<file path="src/rtl/eprisc_irq_pkg.sv">
// Shared constants for the epRISC interrupt controller: register map, FSM encoding and
// STATUS bit positions.
package eprisc_irq_pkg;

    localparam logic [1:0] REG_MASK    = 2'd0;
    localparam logic [1:0] REG_PENDING = 2'd1;
    localparam logic [1:0] REG_EDGE    = 2'd2;
    localparam logic [1:0] REG_STATUS  = 2'd3;

    localparam int unsigned STATUS_IN_SERVICE = 15;
    localparam int unsigned STATUS_IRQ        = 14;

    typedef enum logic [1:0] {
        IDLE,
        REQUEST,
        SERVICE
    } irqState_t;

endpackage

</file>
<file path="src/rtl/eprisc_irq_prio_enc.sv">
// Fixed-priority encoder: reports the lowest set index of iReq and whether any bit is set.
module eprisc_irq_prio_enc #(
    parameter int unsigned WIDTH = 8
) (
    input  logic [WIDTH-1:0]         iReq,
    output logic [$clog2(WIDTH)-1:0] oWin,
    output logic                     oAny
);

    localparam int unsigned VEC_W = $clog2(WIDTH);

    // Scan downwards so the lowest set index is the last one written.
    always_comb begin
        oWin = '0;
        for (int i = int'(WIDTH) - 1; i >= 0; i--) begin
            if (iReq[i]) begin
                oWin = VEC_W'(i);
            end
        end
        oAny = |iReq;
    end

endmodule

</file>
<file path="src/rtl/eprisc_irq_controller.sv">
// Prioritised interrupt controller on the epRISC 2-bit-address I/O bus: latches sources as
// pending, masks them and runs a request/ack/EOI handshake with the CPU.
module eprisc_irq_controller
    import eprisc_irq_pkg::*;
#(
    parameter int unsigned SOURCES = 8
) (
    input  logic                       iClock,
    input  logic                       iReset,
    input  logic [SOURCES-1:0]         iSource,
    input  logic [1:0]                 iAddress,
    input  logic [15:0]                iData,
    output logic [15:0]                oData,
    input  logic                       iWrite,
    input  logic                       iEnable,
    output logic                       oIrq,
    output logic [$clog2(SOURCES)-1:0] oVector,
    input  logic                       iAck
);

    localparam int unsigned VEC_W = $clog2(SOURCES);

    logic [SOURCES-1:0] rMask, rPending, rEdge, rPrev;
    logic [SOURCES-1:0] pendingNext, wrData, edgeDet, modeChange, w1c, ackClear, req;
    logic [VEC_W-1:0]   rVector, vectorNext, win;
    irqState_t          rState, stateNext;
    logic               busWrite, eoi, ackTaken, reqAny;
    logic               unusedData;

    assign busWrite   = iEnable && iWrite;
    assign wrData     = iData[SOURCES-1:0];
    assign unusedData = ^(iData >> SOURCES);
    assign eoi        = busWrite && (iAddress == REG_STATUS);
    assign ackTaken   = (rState == REQUEST) && iAck;

    assign edgeDet    = iSource & ~rPrev;
    assign w1c        = (busWrite && iAddress == REG_PENDING) ? wrData : '0;
    assign modeChange = (busWrite && iAddress == REG_EDGE) ? (wrData ^ rEdge) : '0;
    assign ackClear   = ackTaken ? (SOURCES'(1) << rVector) : '0;

    // Bits switching mode hold for one cycle; edge bits set-wins over W1C/ack; level bits track.
    assign pendingNext = (modeChange & rPending)
                       | (~modeChange & rEdge & (edgeDet | (rPending & ~w1c & ~ackClear)))
                       | (~modeChange & ~rEdge & iSource);

    assign req = rPending & rMask;

    eprisc_irq_prio_enc #(
        .WIDTH(SOURCES)
    ) uPrioEnc (
        .iReq(req),
        .oWin(win),
        .oAny(reqAny)
    );

    always_ff @(posedge iClock or negedge iReset) begin
        if (!iReset) begin
            rMask    <= '0;
            rPending <= '0;
            rEdge    <= '0;
            rPrev    <= '0;
        end else begin
            rPrev    <= iSource;
            rPending <= pendingNext;
            if (busWrite && iAddress == REG_MASK) begin
                rMask <= wrData;
            end
            if (busWrite && iAddress == REG_EDGE) begin
                rEdge <= wrData;
            end
        end
    end

    always_ff @(posedge iClock or negedge iReset) begin
        if (!iReset) begin
            rState  <= IDLE;
            rVector <= '0;
        end else begin
            rState  <= stateNext;
            rVector <= vectorNext;
        end
    end

    always_comb begin
        stateNext  = rState;
        vectorNext = rVector;
        unique case (rState)
            IDLE: begin
                if (reqAny) begin
                    stateNext  = REQUEST;
                    vectorNext = win;
                end
            end
            REQUEST: begin
                if (iAck) begin
                    stateNext = SERVICE;
                end else if (!rMask[rVector]) begin
                    stateNext = IDLE;
                end
            end
            SERVICE: begin
                if (eoi) begin
                    stateNext = IDLE;
                end
            end
            default: stateNext = IDLE;
        endcase
    end

    always_comb begin
        oIrq    = (rState == REQUEST);
        oVector = rVector;
    end

    always_comb begin
        oData = '0;
        if (iEnable && !iWrite) begin
            unique case (iAddress)
                REG_MASK:    oData = 16'(rMask);
                REG_PENDING: oData = 16'(rPending);
                REG_EDGE:    oData = 16'(rEdge);
                REG_STATUS: begin
                    oData[STATUS_IN_SERVICE] = (rState == SERVICE);
                    oData[STATUS_IRQ]        = (rState == REQUEST);
                    oData[VEC_W-1:0]         = rVector;
                end
                default: oData = '0;
            endcase
        end
    end

endmodule
</file>
<file path="config.mk">
export PLATFORM = sky130hd
export DESIGN_NAME = eprisc_irq_controller
export DESIGN_NICKNAME = d
export VERILOG_FILES = /design/src/rtl/eprisc_irq_pkg.sv /design/src/rtl/eprisc_irq_prio_enc.sv /design/src/rtl/eprisc_irq_controller.sv
export SDC_FILE = /design/constraint.sdc
export NUM_CORES = 1
export LEC_CHECK = 0
export ABC_AREA = 1
export CELL_PAD_IN_SITES_DETAIL_PLACEMENT = 1
export CELL_PAD_IN_SITES_GLOBAL_PLACEMENT = 1
export CORE_AREA = 2 2 82 84
export DETAILED_ROUTE_END_ITERATION = 10
export DIE_AREA = 0 0 84 86
export GPL_TIMING_DRIVEN = 0
export PLACE_DENSITY = 0.82
export SLEW_MARGIN = 20
export SYNTH_ARGS = -nofsm -noshare
export SYNTH_HDL_FRONTEND = slang
export SYNTH_SLANG_ARGS = --single-unit
</file>
<file path="constraint.sdc">
create_clock -name iClock -period 1.8 [get_ports iClock]
set_input_delay 0.36 -clock iClock [delete_from_list [all_inputs] [get_ports iClock]]
set_output_delay 0.36 -clock iClock [all_outputs]
set_load 0.1 [all_outputs]
</file>
==> results of run 1 <==
-- how the worst max path moves through the flow --
stage	slack, ns	cells past startpoint	start	end
after floorplan	-0.28	4	iEnable	oData[15]
after global placement	-1.52	7	iAddress[1]	oData[4]
after detailed placement	-1.54	7	iAddress[1]	oData[4]
after CTS	0.002	4	rState[1]	oData[14]
after global routing	0.002	5	oVector[2]	oData[2]
final	0.06	5	oVector[0]	oData[0]
-- Yosys cell counts, drive strengths merged --
master  count
a21oi      15
a31o        1
buf         8
conb        1
dfrtp      37
inv        53
nand2     146
nand3      26
nand3b      1
nand4       2
nor2       23
nor3        2
nor4        1
o211ai      6
o21a        1
o21ai      21
-- power groups by stage --
stage,sequential (W),clock [W],combinational [W]
after floorplan,0.00140,0,0.000912
after global placement,0.00124,0,0.00145
after detailed placement,0.00125,0,0.00150
after CTS,0.00124,0.000621,0.00153
after global routing,0.00126,0.000657,0.00174
final,0.00123,0.000607,0.00159
-- cell families after synthesis --
logic type | after synthesis | share of synthesized area
buffers and inverters | 61 | 0.116
other | 1 | 0.00162
flip-flops | 37 | 0.400
AND/OR/NAND/NOR | 201 | 0.366
AO/OA/AOI/OAI | 44 | 0.117
-- registers in the layout, summed over array words and instances (netlist names) --
| name | flops |
|---|---|
| oVector | 3 |
| rEdge | 8 |
| rMask | 8 |
| rPending | 8 |
| rPrev | 8 |
| rState | 2 |
-- routing by layer --
metal / vias to the layer above / track usage / share of wire
met5: - / 0 / 0
met2: 60 / 0.372 / 0.49
met1: 1139 / 0.275 / 0.45
met3: 11 / 0.0231 / 0.033
met4: 0 / 0.0704 / 0.022
li1: 1174 / - / -
-- layout make-up --
class                      count  area, µm²  area share
multi-input combinational    251       1240       0.390
sequential                    37        937       0.296
timing repair buffer          43        509       0.161
inverter                      53        233      0.0734
tap                           77       96.3      0.0304
clock buffer                   8       90.1      0.0284
buffer                         8       67.6      0.0213
-- metrics by stage --
stage | area (µm²) | cells | total power, W | hold WS (ns) | setup WS, ns
after floorplan | 2440 | 349 | 0.00231 | 0.0644 | -0.279
after global placement | 2900 | 462 | 0.00268 | 0.523 | -1.52
after detailed placement | 2920 | 463 | 0.00274 | 0.348 | -1.54
after CTS | 3110 | 475 | 0.00339 | 0.0339 | 0.00157
after global routing | 3170 | 477 | 0.00366 | 0.0523 | 0.00219
final | 3170 | 477 | 0.00343 | 0.0217 | 0.0574
-- layout by cell type (no fill, tap or decap), drive strengths merged --
cell / Yosys / final
o21ai: 21 / 21
o211ai: 6 / 6
o21a: 1 / 1
dfrtp: 37 / 37
inv: 53 / 48
clkbuf: 0 / 9
clkinvlp: 0 / 5
nand3b: 1 / 1
a21oi: 15 / 15
buf: 8 / 29
clkdlybuf4s50: 0 / 17
conb: 1 / 6
nand3: 26 / 26
nand4: 2 / 2
nor4: 1 / 1
nand2: 146 / 146
a31o: 1 / 1
nor3: 2 / 2
nor2: 23 / 23
clkdlybuf4s15: 0 / 4
-- what timing repair did --
action / in CTS / in global routing
endpoints found under the setup margin: 30 / 18
setup buffers: 4 / 2
pin swaps: 4 / 3
hold endpoints to repair: 0 / 0
hold buffers: 0 / 0
resized for setup: 118 / 14
==> impl_results.md, run 1 <==
- Status: completed
- R2R Path End: rPending[5]
- Syn-to-layout area delta: 36.8%
- Reg2Reg Depth: 8
- # port buffers: 36
- Worst-path fanout max: 7
- Die Wd: 84 µm
- Core Box Area: 6280 µm²
- Critical Path AT: 1.38 ns
- Sw power: 0.00161 W
- Fin util: 0.505
- Global Route Usage Sum: 0.212
- FF-to-FF Start: rState[1]
- Mapped Area: 2320 µm²
- Total grt overflow: 0
- Layout cell share with drive strength beyond 1: 0.205
- Fmax: 574 MHz
- CTS tree: done
- CP peak stage delay: 0.52 ns
- Slew headroom: 0.505
- DR WL/cell: 14.9 µm
- Syn avg cell area: 6.74 µm²
- Final ANT Viol Nets: 0
- Root Driver: clkbuf_8
- CP max-delay cell: dfrtp_4
- Logic gate share of total power: 0.464
- Routability congestion estimate: 0.899
- Pleak: 1.54 nW
- Crit end category: output port
- Row count: 29
- Largest net degree at the start of global routing: 21
- Antenna violations before repair: 0
- R2r setup slk: 0.31 ns
- Drt first pass iters: 4
- DR DRC count: 0
- Critical Path Source Type: register
- Clock power share: 0.177
- Final worst-path cycle share: 0.968
- Net Sw Frac: 0.470
- Worst VDD drop: 0.728 mV
- Fillers: 827
- CTS Buf Count: 5
- FF+latch count, synth: 37
- Clock Latency Late Sink: 0.29 ns
- Routed vias/inst: 5.00
- Post-layout min period: 1.74 ns
- Unrepaired setup endpoints after global routing: no
- Ys Warns: 0
- Setup-failing EPs final: 0
- Die area: 7220 µm²
- DRT iter0 DRCs: 110
- Final Hold Fails: 0
- Syn Inst Count: 344
- Synth top area share: 0.400
- CTS clock-pin slew for the worst setup and hold paths: 0.08 ns
- Final WL: 7090 µm
- Buffers plus inverters on the worst setup path: 1
- Nets@finish: 430
- Detailed Place HPWL: 5200 µm
- Initial core utilization: 0.369
- Global-route wire length before repair: 12200 µm
- Min-Delay Path Class: in2async
- Worst Tran Pin Value: 0.738 ns
- CTS max path bufs: 2
- PD cells: 1080 nW/µm²
- Post-synthesis sequential area ratio: 0.400
- Crit-path cells: nand2_1 > o211ai_1 > a21oi_2 > nor2_4 > buf_12
- Maxcap violations: 0
- Vias: 2384
- Yosys cell types: 25
- Top delay family on crit path: flip-flops
- CTS H-tree depth: 2
- Synth area leaders: dfrtp_1, nand2_1, inv_1
- Total negative slack: 0 ns
- Type of the worst setup path: reg2out
- Clock sink total: 37
- Die height: 86 µm
- Ant diodes: 0
- Worst Clk Skew: 0.0103 ns
- Pins over their slew limit: 0
- Vias in the first global route: 2550
- Leading area contributor after synthesis: dfrtp_1
- Seq pwr share: 0.359
- Critical path required time: 1.44 ns
- I/O pin count: 51
- Internal cell power: 0.00182 W
Note: power is estimated with default switching activity, not from simulation.
==> inputs of run 2 (changes only) <==
- CAP_MARGIN: unset -> 5
==> results of run 2 <==
Same layout as run 1: the final DEF is identical, and so are final timing and power.
==> variant, RTL diff (config.mk and constraints of run 2) <==
Take the reset off `rPending` and load it in a clocked block of its own.
--- a/src/rtl/eprisc_irq_controller.sv
+++ b/src/rtl/eprisc_irq_controller.sv
@@ -56,12 +56,10 @@
     always_ff @(posedge iClock or negedge iReset) begin
         if (!iReset) begin
             rMask    <= '0;
-            rPending <= '0;
             rEdge    <= '0;
             rPrev    <= '0;
         end else begin
             rPrev    <= iSource;
-            rPending <= pendingNext;
             if (busWrite && iAddress == REG_MASK) begin
                 rMask <= wrData;
             end
@@ -69,6 +67,10 @@
                 rEdge <= wrData;
             end
         end
+    end
+
+    always_ff @(posedge iClock) begin
+        rPending <= pendingNext;
     end
 
     always_ff @(posedge iClock or negedge iReset) begin
Behaviour: not the same (a bounded check fails within 4 cycles, from zero or initial values and one cycle with iReset low).
==> variant against run 2 <==
Fmax fell by 1.7%; wire length increased by 0.62%; total power about the same; largest cell class unchanged; setup slack worse by 0.030 ns; hold slack better by 0.47 ns; area after synthesis down 1.9%; cell area about the same; sequential cell count unchanged.
==> variant: results (changes against run 2) <==
Global routing
  • Initial antenna violation count: 0 (unchanged)
  • Met3 usage: 2.599% (+0.29 points)
  • Global-route wire length before repair: 11.94 mm (-1.9%)
  • GRT met2 Usage: 36.58% (-0.58 points)
  • Overall Global Routing Usage: 20.98% (-0.23 points)
  • Met1 usage: 26.81% (-0.66 points)
  • GR Overflow Total: 0 (unchanged)
  • Vias in the first global route: 2519 (-1.2%)

Synthesis
  • Synth warn: 0 (unchanged)
  • Synth async-reset ratio: 78.38% (-22 points)
  • Commonest cells post-synth: 146 x nand2_1, 55 x inv_1, 29 x dfrtp_1
  • Seq/Total Area, Yosys: 38.99% (-0.97 points)
  • Average cell area after synthesis: 6.511 sq um (-3.3%)
  • Top cells by area, synth: dfrtp_1 32%, nand2_1 24%, inv_1 9.1%

Outcome
  • Outcome: finished clean

Cells and area
  • Multi-input logic area: 1216 sq um (-1.6%)
  • Fillers: 818 (-1.1%)
  • Non-filler cells, final: 486 (+1.9%)
  • Share of cells above drive strength 1: 20.05% (-0.45 points)
  • Fin nets: 439 (+2.1%)

Placement
  • Routability Congestion: 0.8739 (-2.7%)
  • HPWL after DPL: 5.167 mm (-0.68%)
  • Post-Place Cell Area: 2882 sq um (-1.4%)
  • Placed insts: 468 (+1.1%)
  • Setup Slack @ Placement: -1.733 ns (-0.1926 ns)

Worst setup path
  • Slowest stage delay, CP: 0.24 ns (-0.28 ns)
  • FF-to-FF Start: rState[1]
  • Crit-path max FO: 4 (-3)
  • Worst reg2reg endpoint: rPending[2]
  • Origin of the worst setup path: iEnable
  • Slowest stage cell on the critical path: clkdlybuf4s15_2
  • Crit path arrival time: 1.41 ns (+0.03 ns)
  • Delay-heaviest family, CP: buffers and inverters

STA
  • Clk_skew: 0.007602 ns (-0.002667 ns)
  • Highest Clock Rate: 564.0 MHz (-1.7%)
  • Relative slew slack: 52.14% (+1.6 points)
  • Hold Slack: 0.4922 ns (+0.4705 ns)
  • Setup Total Neg Slack: 0 ns (unchanged)

Route
  • Routed len/inst: 14.68 um (-1.2%)
  • Starting DRT DRC Count: 93 (-15%)
  • DR vias: 2435 (+2.1%)
  • Met2 WL post-DR: 3.563 mm (+1.7%)
  • Metal-1 WL: 3.190 mm (about the same)
  • Met3 routed WL: 217 um (-8.4%)

Power and ir drop
  • Peak supply drop: 0.7544 mV (+3.7%)
  • Switching share of power: 47.14% (+0.17 points)
  • Leak pwr: 1.542 nW (+0.23%)

Worst hold path
  • Hold/Removal Path Class: input port to asynchronous set/reset pin
## variant: cell count changes in the layout (fill, tap and decap cells not counted), moves of 3 or more
cell     delta
a21oi_2     -3
inv_1       +3
buf_4       +4
dfrtp_1     -8
dfxtp_1     +8
## variant: cell families (layout without fill, tap and decap cells)
group | Yosys count | after routing | synth area share (%)
AND/OR/NAND/NOR | 199 | 199 | 35.35
buffers and inverters | 66 | 121 | 12.89
AO/OA/AOI/OAI | 46 | 46 | 12.61
flip-flops | 37 | 37 | 38.99
other | 1 | 6 | 0.1650
## variant: what timing repair did
item,4_1_cts,5_1_grt
setup buffers,3,6
pin swaps,4,6
hold buffers,1,0
gates resized for setup,121,9
endpoints found under the hold margin,9,0
setup endpoints to repair,30,17
## variant: cell type report
| class | instances | share of cell area (%) |
|---|---|---|
| Buffer | 9 | 2.488 |
| Clock buffer | 8 | 2.844 |
| Inverter | 57 | 7.741 |
| Multi-Input combinational cell | 251 | 38.39 |
| Sequential cell | 37 | 28.32 |
| Tap cell | 77 | 3.041 |
| Timing Repair Buffer | 47 | 17.18 |
## variant: worst reg2reg max path, cell delays in order (launching register included)
cell and delay [ns]:
dfrtp_1 0.40, inv_2 0.10, nand2_2 0.11, nor2_2 0.34, nand3_1 0.17, nand3_1 0.12
nand2_1 0.05, nand2_1 0.05, nand2_1 0.04
## variant: power groups by stage
| stage | registers (mW) | clock network [mW] | logic [mW] |
|---|---|---|---|
| detailed placement | 1.25 | 0 | 1.47 |
| global placement | 1.24 | 0 | 1.42 |
| floorplan | 1.40 | 0 | 0.898 |
| global route | 1.26 | 0.667 | 1.71 |
| CTS | 1.23 | 0.640 | 1.51 |
| finish | 1.24 | 0.631 | 1.56 |
